==> config.mk <==
export PLATFORM = sky130hd
export DESIGN_NAME = uart_tx_arbiter
export DESIGN_NICKNAME = d
export VERILOG_FILES = /design/src/rtl/uart_pkg.sv /design/src/rtl/uart_rr_arbiter.sv /design/src/rtl/uart_tx_arbiter.sv
export SDC_FILE = /design/constraint.sdc
export NUM_CORES = 1
export LEC_CHECK = 0
export CAP_MARGIN = 5
export CELL_PAD_IN_SITES_DETAIL_PLACEMENT = 2
export CELL_PAD_IN_SITES_GLOBAL_PLACEMENT = 2
export CORE_ASPECT_RATIO = 1.1
export CORE_MARGIN = 1
export CORE_UTILIZATION = 28
export DETAILED_ROUTE_END_ITERATION = 10
export GPL_TIMING_DRIVEN = 0
export PLACE_DENSITY = 0.88
export RECOVER_POWER = 50
export SYNTH_ARGS = -nofsm -noshare
export SYNTH_HDL_FRONTEND = slang
export SYNTH_HIERARCHICAL = 1
export SYNTH_SLANG_ARGS = --single-unit
==> constraint.sdc <==
create_clock -name i_clk -period 3.9 [get_ports i_clk]
set_input_delay 0.585 -clock i_clk [delete_from_list [all_inputs] [get_ports i_clk]]
set_output_delay 0.585 -clock i_clk [all_outputs]
set_load 0.02 [all_outputs]
==> src/rtl/uart_pkg.sv <==
// Shared types and constants for the UART transmit-side arbiter.
package uart_pkg;

  typedef enum logic [1:0] {
    ARB_IDLE,
    ARB_HDR,
    ARB_DATA
  } arb_state_e;

  localparam logic [7:0] HDR_BASE_DEFAULT = 8'hA0;

endpackage

==> src/rtl/uart_rr_arbiter.sv <==
// Combinational round-robin pick: first asserted request at or after ptr, wrapping.
module uart_rr_arbiter #(
  parameter int NumReq = 4,
  parameter int IdW    = $clog2(NumReq)
) (
  input  logic [NumReq-1:0] req,
  input  logic [IdW-1:0]    ptr,
  output logic [NumReq-1:0] onehot,
  output logic [IdW-1:0]    id,
  output logic              any
);

  always_comb begin
    int k;
    onehot = '0;
    id     = '0;
    any    = 1'b0;
    k      = 0;
    // Walk from the farthest offset back to ptr so the nearest request wins.
    for (int i = NumReq - 1; i >= 0; i--) begin
      k = int'(ptr) + i;
      if (k >= NumReq) k = k - NumReq;
      if (req[k]) begin
        id  = IdW'(k);
        any = 1'b1;
      end
    end
    if (any) onehot[id] = 1'b1;
  end

endmodule

==> src/rtl/uart_tx_arbiter.sv <==
// Grants whole packets from NumReq byte streams round-robin onto the single UART TX
// write port, with an optional channel-ID header byte and a per-grant length cap.
//
// state    | meaning
// ARB_IDLE | no grant; pick next requester (no TX write this cycle)
// ARB_HDR  | send header byte HdrBase|grant id
// ARB_DATA | forward bytes of the granted lane until last or MaxBurst
module uart_tx_arbiter
  import uart_pkg::*;
#(
  parameter int                    NumReq     = 4,
  parameter int                    DataLength = 8,
  parameter bit                    HeaderEn   = 1'b1,
  parameter logic [DataLength-1:0] HdrBase    = DataLength'(HDR_BASE_DEFAULT),
  parameter int                    MaxBurst   = 16
) (
  input  logic                           i_clk,
  input  logic                           i_rst_n,
  input  logic [NumReq-1:0]              i_req_valid,
  input  logic [NumReq*DataLength-1:0]   i_req_data,
  input  logic [NumReq-1:0]              i_req_last,
  output logic [NumReq-1:0]              o_req_ready,
  output logic [DataLength-1:0]          o_tx_data,
  output logic                           o_tx_req,
  input  logic                           i_tx_rdy,
  output logic                           o_grant_vld,
  output logic [$clog2(NumReq)-1:0]      o_grant_id,
  output logic                           o_burst_cut
);

  localparam int IdW  = $clog2(NumReq);
  localparam int CntW = $clog2(MaxBurst + 1);

  arb_state_e          state_q, state_d;
  logic [IdW-1:0]      ptr_q, ptr_d;
  logic [IdW-1:0]      gid_q, gid_d;
  logic [NumReq-1:0]   goh_q, goh_d;
  logic [CntW-1:0]     cnt_q, cnt_d;
  logic                gvld_q, cut_q, cut_d;

  logic [NumReq-1:0]     pick_onehot;
  logic [IdW-1:0]        pick_id;
  logic                  pick_any;
  logic [DataLength-1:0] hdr_byte;
  logic                  lane_valid, lane_last;
  logic [DataLength-1:0] lane_data [NumReq];

  for (genvar k = 0; k < NumReq; k++) begin : g_lane
    assign lane_data[k] = i_req_data[k*DataLength +: DataLength];
  end

  uart_rr_arbiter #(.NumReq(NumReq), .IdW(IdW)) u_rr (
    .req    (i_req_valid),
    .ptr    (ptr_q),
    .onehot (pick_onehot),
    .id     (pick_id),
    .any    (pick_any)
  );

  assign lane_valid = |(i_req_valid & goh_q);
  assign lane_last  = |(i_req_last & goh_q);

  always_comb begin
    state_d     = state_q;
    ptr_d       = ptr_q;
    gid_d       = gid_q;
    goh_d       = goh_q;
    cnt_d       = cnt_q;
    cut_d       = 1'b0;
    o_tx_req    = 1'b0;
    o_tx_data   = '0;
    o_req_ready = '0;
    hdr_byte    = HdrBase;
    hdr_byte[IdW-1:0] = gid_q;
    unique case (state_q)
      ARB_IDLE: begin
        if (pick_any) begin
          gid_d   = pick_id;
          goh_d   = pick_onehot;
          cnt_d   = '0;
          state_d = HeaderEn ? ARB_HDR : ARB_DATA;
        end
      end
      ARB_HDR: begin
        o_tx_data = hdr_byte;
        o_tx_req  = i_tx_rdy;
        if (i_tx_rdy) state_d = ARB_DATA;
      end
      ARB_DATA: begin
        o_tx_data   = lane_data[gid_q];
        o_req_ready = goh_q & {NumReq{i_tx_rdy}};
        o_tx_req    = i_tx_rdy & lane_valid;
        if (o_tx_req) begin
          cnt_d = cnt_q + CntW'(1);
          // A cap hit on the final byte counts as a normal packet end.
          if (lane_last || cnt_q == CntW'(MaxBurst - 1)) begin
            state_d = ARB_IDLE;
            ptr_d   = (gid_q == IdW'(NumReq - 1)) ? '0 : gid_q + IdW'(1);
            cut_d   = ~lane_last;
          end
        end
      end
      default: state_d = ARB_IDLE;
    endcase
  end

  always_ff @(posedge i_clk or negedge i_rst_n) begin
    if (!i_rst_n) begin
      state_q <= ARB_IDLE;
      ptr_q   <= '0;
      gid_q   <= '0;
      goh_q   <= '0;
      cnt_q   <= '0;
      gvld_q  <= 1'b0;
      cut_q   <= 1'b0;
    end else begin
      state_q <= state_d;
      ptr_q   <= ptr_d;
      gid_q   <= gid_d;
      goh_q   <= goh_d;
      cnt_q   <= cnt_d;
      gvld_q  <= (state_d != ARB_IDLE);
      cut_q   <= cut_d;
    end
  end

  assign o_grant_vld = gvld_q;
  assign o_grant_id  = gid_q;
  assign o_burst_cut = cut_q;

endmodule

* After elaboration in Yosys (flattened, before gate mapping) *
Index checks and enable logic that the tools add are counted.

word-level totals
  register bits = 17
  bits in latches = 0
  bits in writable memories = 0
  memory bits (read-only) = 0
  output and inout port bits = 17
  word-level logic and storage cells = 93
  memories kept = 0

cells by class
  add/sub/neg operators = 9
  multiply operators = 0
  divide/modulo/power cells = 0
  order comparisons = 11
  eq/ne operators = 6
  shifts and indexed selects = 0
  multiplexer cells = 44
  bitwise gates (word level) = 6
  reduce and logical (&&, ||, !) cells = 10

operator list
  operator                                                             count
  < comparator 32 x 4 -> 1 bit (second input constant)                 4
  two-way mux 32 bit                                                   4
  greater-or-equal comparator 32 x 4 -> 1 bit (second input constant)  3
  subtractor 32 x 4 -> 32 bit (second input constant)                  3
  two-way mux 2 bit                                                    9
  binary-select mux 8 bit (select 2 bit)                               1
  two-way mux 1 bit                                                    16
  two-way mux 8 bit                                                    2
  one-hot mux 8 bit (2 select lines)                                   1
  AND 4 bit                                                            3
  two-way mux 5 bit                                                    2
  one-hot mux 5 bit (2 select lines)                                   1
  binary-select mux 1 bit (select 2 bit)                               4
  OR reduction 4 bit                                                   2
  adder 2 x 2 -> 3 bit (second input constant)                         2
  one-hot mux 2 bit (3 select lines)                                   1
  AND reduction 3 bit                                                  2
  adder 5 x 1 -> 5 bit (second input constant)                         1
  == test 5 x 4 -> 1 bit (second input constant)                       1
  == test 2 bit (second input constant)                                2
  two-way mux 4 bit                                                    1
  inequality test 2 bit (second input constant)                        2
  nonzero test 2 bit                                                   2
  subtractor 2 x 3 -> 4 bit (second input constant)                    1
  16 further kinds                                                     16

* Longest topological paths before layout *
  depth after elaboration = 14
  depth in mapped cells = 7
  gate-level depth less buffers = 6

* Hierarchy *
Netlist, hierarchy kept.

by module, submodules not included
  module           times used  cells an instance  area each (µm²)
  uart_tx_arbiter  1           120                1351.3
  uart_rr_arbiter  1           33                 211.5

* Least setup slack after synthesis *
Ideal clock, no wire load.

  path kind = register -> output
  from = register gid_q[0] (netlist: o_grant_id[0])
  to = output o_tx_data[1]
  data arrival time = 1482 ps
  required time = 3315 ps
  path slack = 1833 ps
  cell stages (with the launch flop) = 6
  buffers on the path = 1
  path through = dfrtp_1 buf_4 mux2_2 a21oi_1 mux2i_1 and2_1

on the way
  longest elaborated chain between the ends = 5

RTL lines
  what                                                  line                    source
  start: declaration                                    uart_tx_arbiter.sv:36   logic [IdW-1:0] gid_q, gid_d;
  start signal: assignment                              uart_tx_arbiter.sv:119  gid_q <= gid_d;
  NOT 2 -> 3 bit (not written as such)                  uart_tx_arbiter.sv:90   o_tx_data = lane_data[gid_q];
  binary-select mux 8 bit (select 2 bit)                uart_tx_arbiter.sv:90
  two-way mux 8 bit (not written as such) (2 in a row)  uart_tx_arbiter.sv:90
  one-hot mux 8 bit (2 select lines)                    uart_tx_arbiter.sv:75   unique case (state_q)
  end: declaration                                      uart_tx_arbiter.sv:23   output logic [DataLength-1:0] o_tx_data,

No other way between the ends. The select of a mux whose other input is x is not followed.

* Final worst setup path *
  from = input i_tx_rdy
  to = output o_tx_req

on the way
  longest elaborated chain between the ends = 2

RTL lines
  what                                  line                   source
  start: declaration                    uart_tx_arbiter.sv:25  input logic i_tx_rdy,
  AND 1 bit                             uart_tx_arbiter.sv:92  o_tx_req = i_tx_rdy & lane_valid;
  one-hot mux 1 bit (2 select lines) *  uart_tx_arbiter.sv:75
  end: declaration                      uart_tx_arbiter.sv:24  output logic o_tx_req,

Mark *: on every way between the ends. The rest lies on a longest branch, timed or not.

==> impl_metrics.py <==
metrics = {
    "grt": {
        "grt_pass1_wl_um": 8500,
        "grt_overflow_total": 0,
        "grt_max_degree": 18,
        "antenna_found_initial": 0,
        "track_usage_pct": 19.4,
        "grt_pass1_vias": 1628,
    },
    "finish": {
        "layout_commonest_cell": "clkdlybuf4s50_1",
        "multiInputGateArea_um2": 1020,
        "syn_to_final_growth_pct": 46.4,
        "fin_nets": 267,
        "finalCoreUtilization_pct": 42.4,
        "num-fill-cells": 597,
        "area.sequential_um2": 425,
        "mostFrequentLayoutCells": "clkdlybuf4s50_1 (52), dfrtp_1 (17), a21oi_1 (15), mux2_2 (10)",
        "diodes": 0,
        "layout-drive-gt1-share_pct": 21.8,
    },
    "setup_path": {
        "cp-startpoint": "i_tx_rdy",
        "arrival_ns": 2.62,
        "critical_path.endpoint_type": "output port",
        "crit_slowest_cell": "dlygate4sd3_1",
        "required_ns": 3.31,
        "worstSetupPathType": "in -> out",
        "crit_path_start_kind": "primary input",
        "r2r_start": "state_q[0]",
        "critical-path-max-stage-delay_ns": 0.75,
        "crit_fanout": 10,
        "path_cells": "dlygate4sd3_1 > nand2_2 > a21oi_4 > a21oi_1 > nor2b_1 > clkdlybuf4s50_1",
    },
    "logic_synthesis": {
        "netlist_top_cells_area": "dfrtp_1 (27%), mux4_2 (8.6%), mux2_2 (7.2%)",
        "synthFlopType": "dfrtp_1",
        "async_flop_share_pct": 100,
        "synth_edf_count": 0,
        "syn-num-nets": 203,
        "synth.largest_area_cell": "dfrtp_1",
        "synth-seq-cells": 17,
        "avgSynthCellArea_um2": 10.2,
        "synth.top_cell.area_share_pct": 27.2,
        "yosysSeqAreaShare_pct": 27.2,
        "netlist_instances": 153,
        "netlist_area_um2": 1560,
        "synth.yosys.warnings": 6,
        "ys_types": 44,
    },
    "worst_hold_path": {
        "min_from": "cnt_q[3]",
        "hp-class": "reg -> reg",
    },
    "detailed_routing": {
        "drtAntennaViolNets": 0,
        "drt_iter0_markers": 73,
        "vias_per_cell": 5.04,
        "wl_per_cell_um": 17.9,
        "drc": 0,
        "vias": 1467,
        "wl_um": 5220,
        "dr.pass1.iters": 4,
    },
    "power": {
        "leakage_nw": 0.991,
        "power_density_nw_per_um2": 512,
        "peakVddDrop_v": 0.000190,
    },
    "floorplanning": {
        "die_h_um": 80.4,
        "initial_core_util_pct": 29.0,
        "die_area_um2": 5880,
        "rows": 28,
        "die_w_um": 73.2,
        "core_um2": 5400,
        "io_pins": 60,
    },
    "clock_network": {
        "clock_sinks": 17,
        "cts_hold_buf": 0,
        "cts_tree": "yes",
        "cts_root_buf": "clkbuf_8",
        "clk_pin_slew_ns": 0.07,
        "cts_made_buffers": 3,
        "clock_latency_ns": 0.26,
        "clockBufferDepth": 2,
        "cts_resized": 0,
        "cts_setup_buffers": 0,
        "htreeDepth": 1,
    },
    "place": {
        "dpl.hpwl_um": 4150,
        "portBuffers": 59,
        "gp_congestion": 0.758,
    },
    "timing": {
        "fin_setup_tns_ns": 0,
        "rsz0062_at_grt": "no",
        "fin_skew_ns": 0.00378,
        "finalCritPeriodShare_pct": 82.2,
        "finalMaxSlewViolations": 0,
        "finalHoldViolCount": 0,
        "setup_viol": 0,
        "fmax_mhz": 312,
        "timing.final.crit_period_ns": 3.21,
        "relSlewSlack_pct": 41.3,
        "worstMarginPinSlew_ns": 0.877,
    },
    "status": {
        "outcome": "finished clean",
    },
    "run": {
        "drv_cap": 0,
    },
}
==> flip-flops by register name, summed over array words and instances (netlist names) <==
signal and cells:
cnt_q 5, goh_q 4, o_burst_cut 1, o_grant_id 2
o_grant_vld 1, ptr_q 2, state_q 2
==> final timing paths <==
kind	cells past startpoint	endpoint	slack, ns
max	6	o_tx_req	0.69
min	1	cnt_q[3]	0.49
max reg2reg	7	ptr_q[0]	2.01
min reg2reg	1	cnt_q[3]	0.49
max in group asynchronous	1	o_grant_id[0]	2.47
min in group asynchronous	1	o_grant_vld	0.89
==> routing by layer <==
layer | wire length, um | up-vias | GRT usage, %
met4 | 101 | 0 | 4.51
met1 | 2120 | 747 | 22.2
li1 | - | 692 | -
met3 | 67 | 11 | 3.14
met2 | 2930 | 17 | 36.9
met5 | 0 | - | 0
==> per-stage QoR <==
step	power (mW)	cells	setup slack [ns]	hold slack (ns)	instance area (um2)
floorplan	0.792	153	1.83	0.289	1560
global placement	1.02	287	0.787	0.454	2250
detailed placement	1.05	287	0.776	0.481	2250
CTS	1.19	291	0.764	0.490	2290
global route	1.26	291	0.589	0.526	2290
finish	1.17	291	0.694	0.487	2290
==> synth_stat cells (all sizes together) (3+ instances only) <==
master / n
a21oi: 16
a22o: 3
a31oi: 3
and2: 3
and3: 12
buf: 7
clkbuf: 3
dfrtp: 17
ha: 7
inv: 8
mux2: 12
mux2i: 4
mux4: 6
nand2: 8
nor2: 8
nor2b: 5
o21ai: 8
o221a: 4
==> report_power, final <==
group / total [mW] / internal (mW) / switching, mW
clock: 0.137 / 0.0727 / 0.0647
combinational: 0.740 / 0.374 / 0.366
sequential: 0.293 / 0.227 / 0.0662
==> critical path, delay by kind of cell <==
kind            cells  cell delay, ns
compound gates      2            0.36
buf+inv             2            1.38
simple gates        2            0.28
==> area by class of cell <==
cell class / count / share of cell area (%)
Multi-Input combinational cell: 118 / 44.8
Tap cell: 75 / 4.10
Buffer: 10 / 3.44
Inverter: 8 / 1.31
Sequential cell: 17 / 18.6
Timing Repair Buffer: 59 / 25.8
Clock buffer: 4 / 1.97
==> cell families (layout without fill, tap and decap cells) <==
logic type	count (synthesis)	after routing	share of synthesized area (%)
buffers and inverters	18	81	7.21
adder cells (fa/ha/maj)	7	7	5.60
AO/OA/AOI/OAI	47	47	23.7
multiplexers	22	22	20.3
flip-flops	17	17	27.2
AND/OR/NAND/NOR	42	42	15.9
No activity file was read; power rests on OpenSTA's default activity.
